$ cat config.mk
export PLATFORM = sky130hd
export DESIGN_NAME = otter_icache
export DESIGN_NICKNAME = d
export VERILOG_FILES = /design/src/rtl/otter_icache.sv
export SDC_FILE = /design/constraint.sdc
export NUM_CORES = 2
export LEC_CHECK = 0
export ABC_CLOCK_PERIOD_IN_PS = 20000
export BUFFER_PORTS_ARGS = -buffer_cell sky130_fd_sc_hd__buf_2
export CAP_MARGIN = 20
export CORE_ASPECT_RATIO = 0.6
export CORE_UTILIZATION = 50
export CTS_BUF_LIST = sky130_fd_sc_hd__clkbuf_16
export DETAILED_ROUTE_END_ITERATION = 8
export MAX_ROUTING_LAYER = met4
export PLACE_DENSITY = 0.68
export REMOVE_ABC_BUFFERS = 1
export SETUP_SLACK_MARGIN = 0.15
export SYNTH_ARGS = -nofsm -noshare
export SYNTH_HDL_FRONTEND = slang
export SYNTH_SLANG_ARGS = --single-unit
$ cat constraint.sdc
create_clock -name CLK -period 20 [get_ports CLK]
set_input_delay 4 -clock CLK [delete_from_list [all_inputs] [get_ports CLK]]
set_output_delay 4 -clock CLK [all_outputs]
set_load 0.01 [all_outputs]
$ cat src/rtl/otter_icache.sv
// Direct-mapped read-only instruction cache, 4-word lines held in flops, refilled word by word.
// Optional hit/miss counters are enabled with the OTTER_ICACHE_STATS_EN macro.
module otter_icache #(
  parameter int unsigned LINES = 16
) (
  input  logic        CLK,
  input  logic        RST,
  input  logic [31:0] CPU_ADDR,
  input  logic        CPU_RD,
  input  logic        CPU_FLUSH,
  output logic [31:0] CPU_INSTR,
  output logic        CPU_VALID,
  output logic        CPU_STALL,
  output logic        MEM_REQ,
  output logic [31:0] MEM_ADDR,
  input  logic        MEM_ACK,
  input  logic [31:0] MEM_RDATA
`ifdef OTTER_ICACHE_STATS_EN
  ,
  output logic [31:0] STAT_HITS,
  output logic [31:0] STAT_MISSES
`endif
);

  localparam int unsigned IdxW = $clog2(LINES);
  localparam int unsigned TagW = 28 - IdxW;

  typedef enum logic [1:0] {StLookup, StRefill, StFilled} state_e;

  state_e            state_q, state_d;
  logic [31:2]       addr_q;
  logic              pend_q, pend_d;
  logic [1:0]        word_q, word_d;
  logic              flush_seen_q, flush_seen_d;
  logic [LINES-1:0]  valid_q;
  logic [TagW-1:0]   tag_q  [LINES];
  logic [31:0]       data_q [LINES][4];
  logic [31:0]       line_q [4];

  logic [IdxW-1:0]   idx;
  logic [1:0]        off;
  logic [TagW-1:0]   tag;
  logic              hit;
  logic              lookup_hit;
  logic              miss_start;
  logic              fill_done;
  logic              capture;

  // Byte-lane bits of the fetch address carry no information for a word cache.
  logic unused_addr_bits;
  assign unused_addr_bits = ^CPU_ADDR[1:0];

  assign idx     = addr_q[4 +: IdxW];
  assign off     = addr_q[3:2];
  assign tag     = addr_q[31 -: TagW];
  assign hit     = pend_q && valid_q[idx] && (tag_q[idx] == tag);
  assign capture = CPU_RD && !CPU_STALL;

  always_comb begin
    state_d      = state_q;
    word_d       = word_q;
    flush_seen_d = flush_seen_q | CPU_FLUSH;
    CPU_INSTR    = 32'h0;
    CPU_VALID    = 1'b0;
    CPU_STALL    = 1'b0;
    MEM_REQ      = 1'b0;
    MEM_ADDR     = 32'h0;
    lookup_hit   = 1'b0;
    miss_start   = 1'b0;
    fill_done    = 1'b0;
    case (state_q)
      StLookup: begin
        // A flush in the miss-detect cycle also keeps the refilled line invalid.
        flush_seen_d = CPU_FLUSH;
        if (pend_q) begin
          if (hit) begin
            CPU_VALID  = 1'b1;
            CPU_INSTR  = data_q[idx][off];
            lookup_hit = 1'b1;
          end else begin
            CPU_STALL  = 1'b1;
            word_d     = 2'd0;
            miss_start = 1'b1;
            state_d    = StRefill;
          end
        end
      end
      StRefill: begin
        CPU_STALL = 1'b1;
        MEM_REQ   = 1'b1;
        MEM_ADDR  = {addr_q[31:4], word_q, 2'b00};
        if (MEM_ACK) begin
          word_d = word_q + 2'd1;
          if (word_q == 2'd3) begin
            fill_done = 1'b1;
            state_d   = StFilled;
          end
        end
      end
      StFilled: begin
        CPU_VALID = 1'b1;
        CPU_INSTR = line_q[off];
        state_d   = StLookup;
      end
      default: state_d = StLookup;
    endcase
  end

  always_comb begin
    pend_d = pend_q;
    if (capture) begin
      pend_d = 1'b1;
    end else if (lookup_hit || (state_q == StFilled)) begin
      pend_d = 1'b0;
    end
  end

  always_ff @(posedge CLK or posedge RST) begin
    if (RST) begin
      state_q      <= StLookup;
      addr_q       <= '0;
      pend_q       <= 1'b0;
      word_q       <= 2'd0;
      flush_seen_q <= 1'b0;
      valid_q      <= '0;
    end else begin
      state_q      <= state_d;
      pend_q       <= pend_d;
      word_q       <= word_d;
      flush_seen_q <= flush_seen_d;
      if (capture) begin
        addr_q <= CPU_ADDR[31:2];
      end
      if (CPU_FLUSH) begin
        valid_q <= '0;
      end
      if (fill_done && !flush_seen_d) begin
        valid_q[idx] <= 1'b1;
      end
    end
  end

  // Storage arrays need no reset: valid bits gate every read.
  always_ff @(posedge CLK) begin
    if ((state_q == StRefill) && MEM_ACK) begin
      line_q[word_q] <= MEM_RDATA;
    end
    if (fill_done) begin
      tag_q[idx]     <= tag;
      data_q[idx][0] <= line_q[0];
      data_q[idx][1] <= line_q[1];
      data_q[idx][2] <= line_q[2];
      data_q[idx][3] <= MEM_RDATA;
    end
  end

`ifdef OTTER_ICACHE_STATS_EN
  logic [31:0] hits_q, misses_q;

  always_ff @(posedge CLK or posedge RST) begin
    if (RST) begin
      hits_q   <= 32'h0;
      misses_q <= 32'h0;
    end else begin
      if (lookup_hit) hits_q <= hits_q + 32'd1;
      if (miss_start) misses_q <= misses_q + 32'd1;
    end
  end

  assign STAT_HITS   = hits_q;
  assign STAT_MISSES = misses_q;
`endif

endmodule

==> metrics.csv <==
stage,metric,value,unit
run_status,status,"finished, final reports clean",
clocking,PostCTS Resize Cnt,0,
power,Pwr per Cell Area,132,nW/um^2
detailed_routing,WL/cell,31.3,um
sta,clock skew,0.0338,ns
sta,Final Hold Viols,0,
power,Peak VDD IR,0.166,mV
synth,"Primary FF master, synth",edfxtp_1,
synth,Syn Inst Count,4055,
floorplanning,Die ar.,202000,sq um
run,max-cap violation count,0,
synth,top-area cell type share of the netlist area,76.9,%
sta,RSZ-0062 raised after global routing,no,
cells_and_area,"Net count, final",4358,
clocking,worst skew pair latency,0.87,ns
clocking,Hold Buf Count CTS,0,
global_routing,GRT Util Overall,23.0,%
sta,slew margin rel.,14.8,%
critical_path,CP endpoint kind,primary output,
global_routing,vias in the first global route,45200,
global_routing,largest net degree at the start of global routing,153,
global_routing,M3 GR Usage,3.83,%
placed_design,GP Congestion,0.746,
sta,setup_tns,0,ns
global_routing,initial antenna violation count,15,
synth,Synthesis Warnings,0,
synth,Avg Inst Size Synth,24.7,sq um
critical_path,"CP delay by family, top",buffers and inverters,
placed_design,DP HPWL,104000,um
critical_path,CP startpoint kind,flip-flop,
detailed_routing,post-route ant nets,0,
floorplanning,Top-Level Pins,136,
sta,crit share post-route,59.9,%
cells_and_area,layout cells sized above 1,30.6,%
hold_path,Hold Path Class,reg2reg,
detailed_routing,Iter 0 DRT Violations,5037,
synth,Synth Register Bits,2612,
sta,hold slack final,0.495,ns
clocking,clock net sink count,2612,
cells_and_area,fill cell count,14200,
clocking,htree depth,4,
critical_path,CP arrival,7.99,ns
critical_path,max incr delay on CP,0.94,ns
critical_path,Crit Path Class,reg2out,
cells_and_area,Syn-to-layout area delta,11.0,%
cells_and_area,"leading cell type in the layout, fill and taps excluded",edfxtp_1,
global_routing,grt met2 use,34.0,%
sta,Period minus WS final,11.99,ns
synth,"area leader, netlist",edfxtp_1,
detailed_routing,First-pass DRT Iterations,7,
critical_path,WP data required,16.00,ns
synth,async set-or-reset flop fraction in the synthesized netlist,1.99,%
floorplanning,die width,579,um
global_routing,Congestion Overflow GR,0,
critical_path,"Slowest-stage cell, CP",o21ai_0,
synth,sequential share of the synthesized area,78.2,%
floorplanning,CORE AREA,198000,sq um
clocking,CTS root buf,clkbuf_16,
floorplanning,Starting Density,50.6,%
synth,synth top area cells,"edfxtp_1 77%, mux4_2 18%, dfrtp_1 1.3%, mux2i_1 0.64%, clkbuf_1 0.50%",
clocking,Longest Clk Path Bufs,4,
sta,setup violators final,0,
detailed_routing,detailed-route via count,44900,
sta,worst-margin pin slew,1.28,ns
critical_path,worst path cell trace,"buf_4, buf_4, mux4_2, mux2i_1, o32ai_1, a2111oi_0, nand4_1, o32a_1, or4_4, buf_4, o21ai_0, buf_2",
synth,Synth cell types,51,
detailed_routing,vias per inst,6.34,
power,leakage,34.2,nW
synth,number of synthesized flops with an enable pin,2560,
clocking,TritonCTS Buffers,225,
clocking,post-CTS setup buffer count,0,
critical_path,Crit Path Max Fanout,43,
critical_path,Critical Path Most Common Cell,buf_4,
floorplanning,Die Ht,348,um
detailed_routing,DRC errors left,0,
synth,Mapped Area,100000,sq um
floorplanning,num rows,126,
placed_design,I/O Buffers,131,
clocking,CTS tree,built,
sta,Max Fclk,0.0834,GHz
global_routing,first-pass GRT wire length,324000,um
cells_and_area,most frequent cells in the layout,"2,560 x edfxtp_1, 785 x mux4_2, 227 x clkbuf_16",
global_routing,met1 track utilization from global routing,34.3,%
detailed_routing,final WL,222000,um
global_routing,GRT busiest layer,met1,
critical_path,Worst Path Buf+Inv,4,
sta,Final Max Tran Viols,0,
clocking,clk slew on worst S/H paths,0.06,ns
[report_power, final]
part | internal, mW | leakage [nW] | switching [mW]
Combinational | 1.88 | 6.90 | 1.74
Sequential | 6.41 | 23.7 | 0.360
Clock | 2.33 | 3.59 | 1.90
[routing by layer]
| layer | vias to the layer above | part of all wire [%] |
|---|---|---|
| li1 | 17900 | - |
| met1 | 24800 | 43 |
| met2 | 1907 | 47 |
| met3 | 307 | 8.2 |
| met4 | 0 | 1.8 |
| met5 | - | 0 |
[cells by family after synthesis]
family / share of synthesized area [%]
flops: 78.2
mux: 18.8
simple gates: 0.935
compound gates: 0.741
buf+inv: 1.05
other cells: 0.00375
xor+xnor: 0.245
fa+ha+maj: 0.0501
[cells in the mapped netlist, drive strengths merged (4+ instances only)]
library cell	instances
a22oi	9
buf	84
xnor2	19
o21ai	35
nand2b	35
nor2	27
dfrtp	52
edfxtp	2560
o22ai	16
nand3	9
mux2	30
mux4	785
a221oi	10
clkbuf	133
nor2b	7
a22o	16
ha	4
and3	6
a21oi	5
and2	33
xor2	9
mux2i	64
nand2	50
inv	25
nor3	4
[registers in the layout, summed over array words and instances, names as in the netlist]
name / cells
data_q: 2048
tag_q: 384
line_q: 128
addr_q: 30
valid_q: 16
state_q: 2
word_q: 2
flush_seen_q: 1
pend_q: 1
[worst paths after layout]
| kind | startpoint | to | slack [ns] | depth (start not counted) |
|---|---|---|---|---|
| min in group asynchronous | RST | addr_q[2]$_DFFE_PP0P_ | 3.35 | 3 |
| max in group asynchronous | RST | addr_q[3]$_DFFE_PP0P_ | 16.09 | 3 |
| worst min register to register | addr_q[18]$_DFFE_PP0P_ | tag_q[1][10]$_DFFE_PP_ | 0.50 | 0 |
| worst min-delay path | addr_q[18]$_DFFE_PP0P_ | tag_q[1][10]$_DFFE_PP_ | 0.50 | 0 |
| worst max register to register | addr_q[6]$_DFFE_PP0P_ | data_q[5][30]$_DFFE_PP_ | 12.90 | 7 |
| worst max-delay path | addr_q[4]$_DFFE_PP0P_ | CPU_INSTR[23] | 8.01 | 12 |
[final cells by class]
cell class,instances,area (sq um),share of cell area [%]
Sequential cell,2612,78200,70.4
Multi-Input combinational cell,1202,20900,18.8
Clock buffer,227,5680,5.12
Tap cell,2624,3280,2.96
Timing Repair Buffer,219,1550,1.40
Clock inverter,167,1270,1.14
Inverter,25,93.8,0.0845
Antenna cell,8,20.0,0.0180
[stage by stage]
| stage | area (sq um) | power, mW | setup WS [ns] | util, % | instances |
|---|---|---|---|---|---|
| 5_1_grt | 111000 | 15.1 | 7.52 | 56.1 | 7081 |
| 3_3_place_gp | 104000 | 10.5 | 8.76 | 52.6 | 6680 |
| 2_1_floorplan | 99000 | 11.8 | -12.90 | - | 3839 |
| 6_report | 111000 | 14.6 | 8.01 | 56.1 | 7084 |
| 4_1_cts | 111000 | 14.7 | 7.74 | 56.1 | 7076 |
| 3_5_place_dp | 104000 | 10.5 | 8.69 | 52.6 | 6682 |
(Power assumes the default switching activity.)
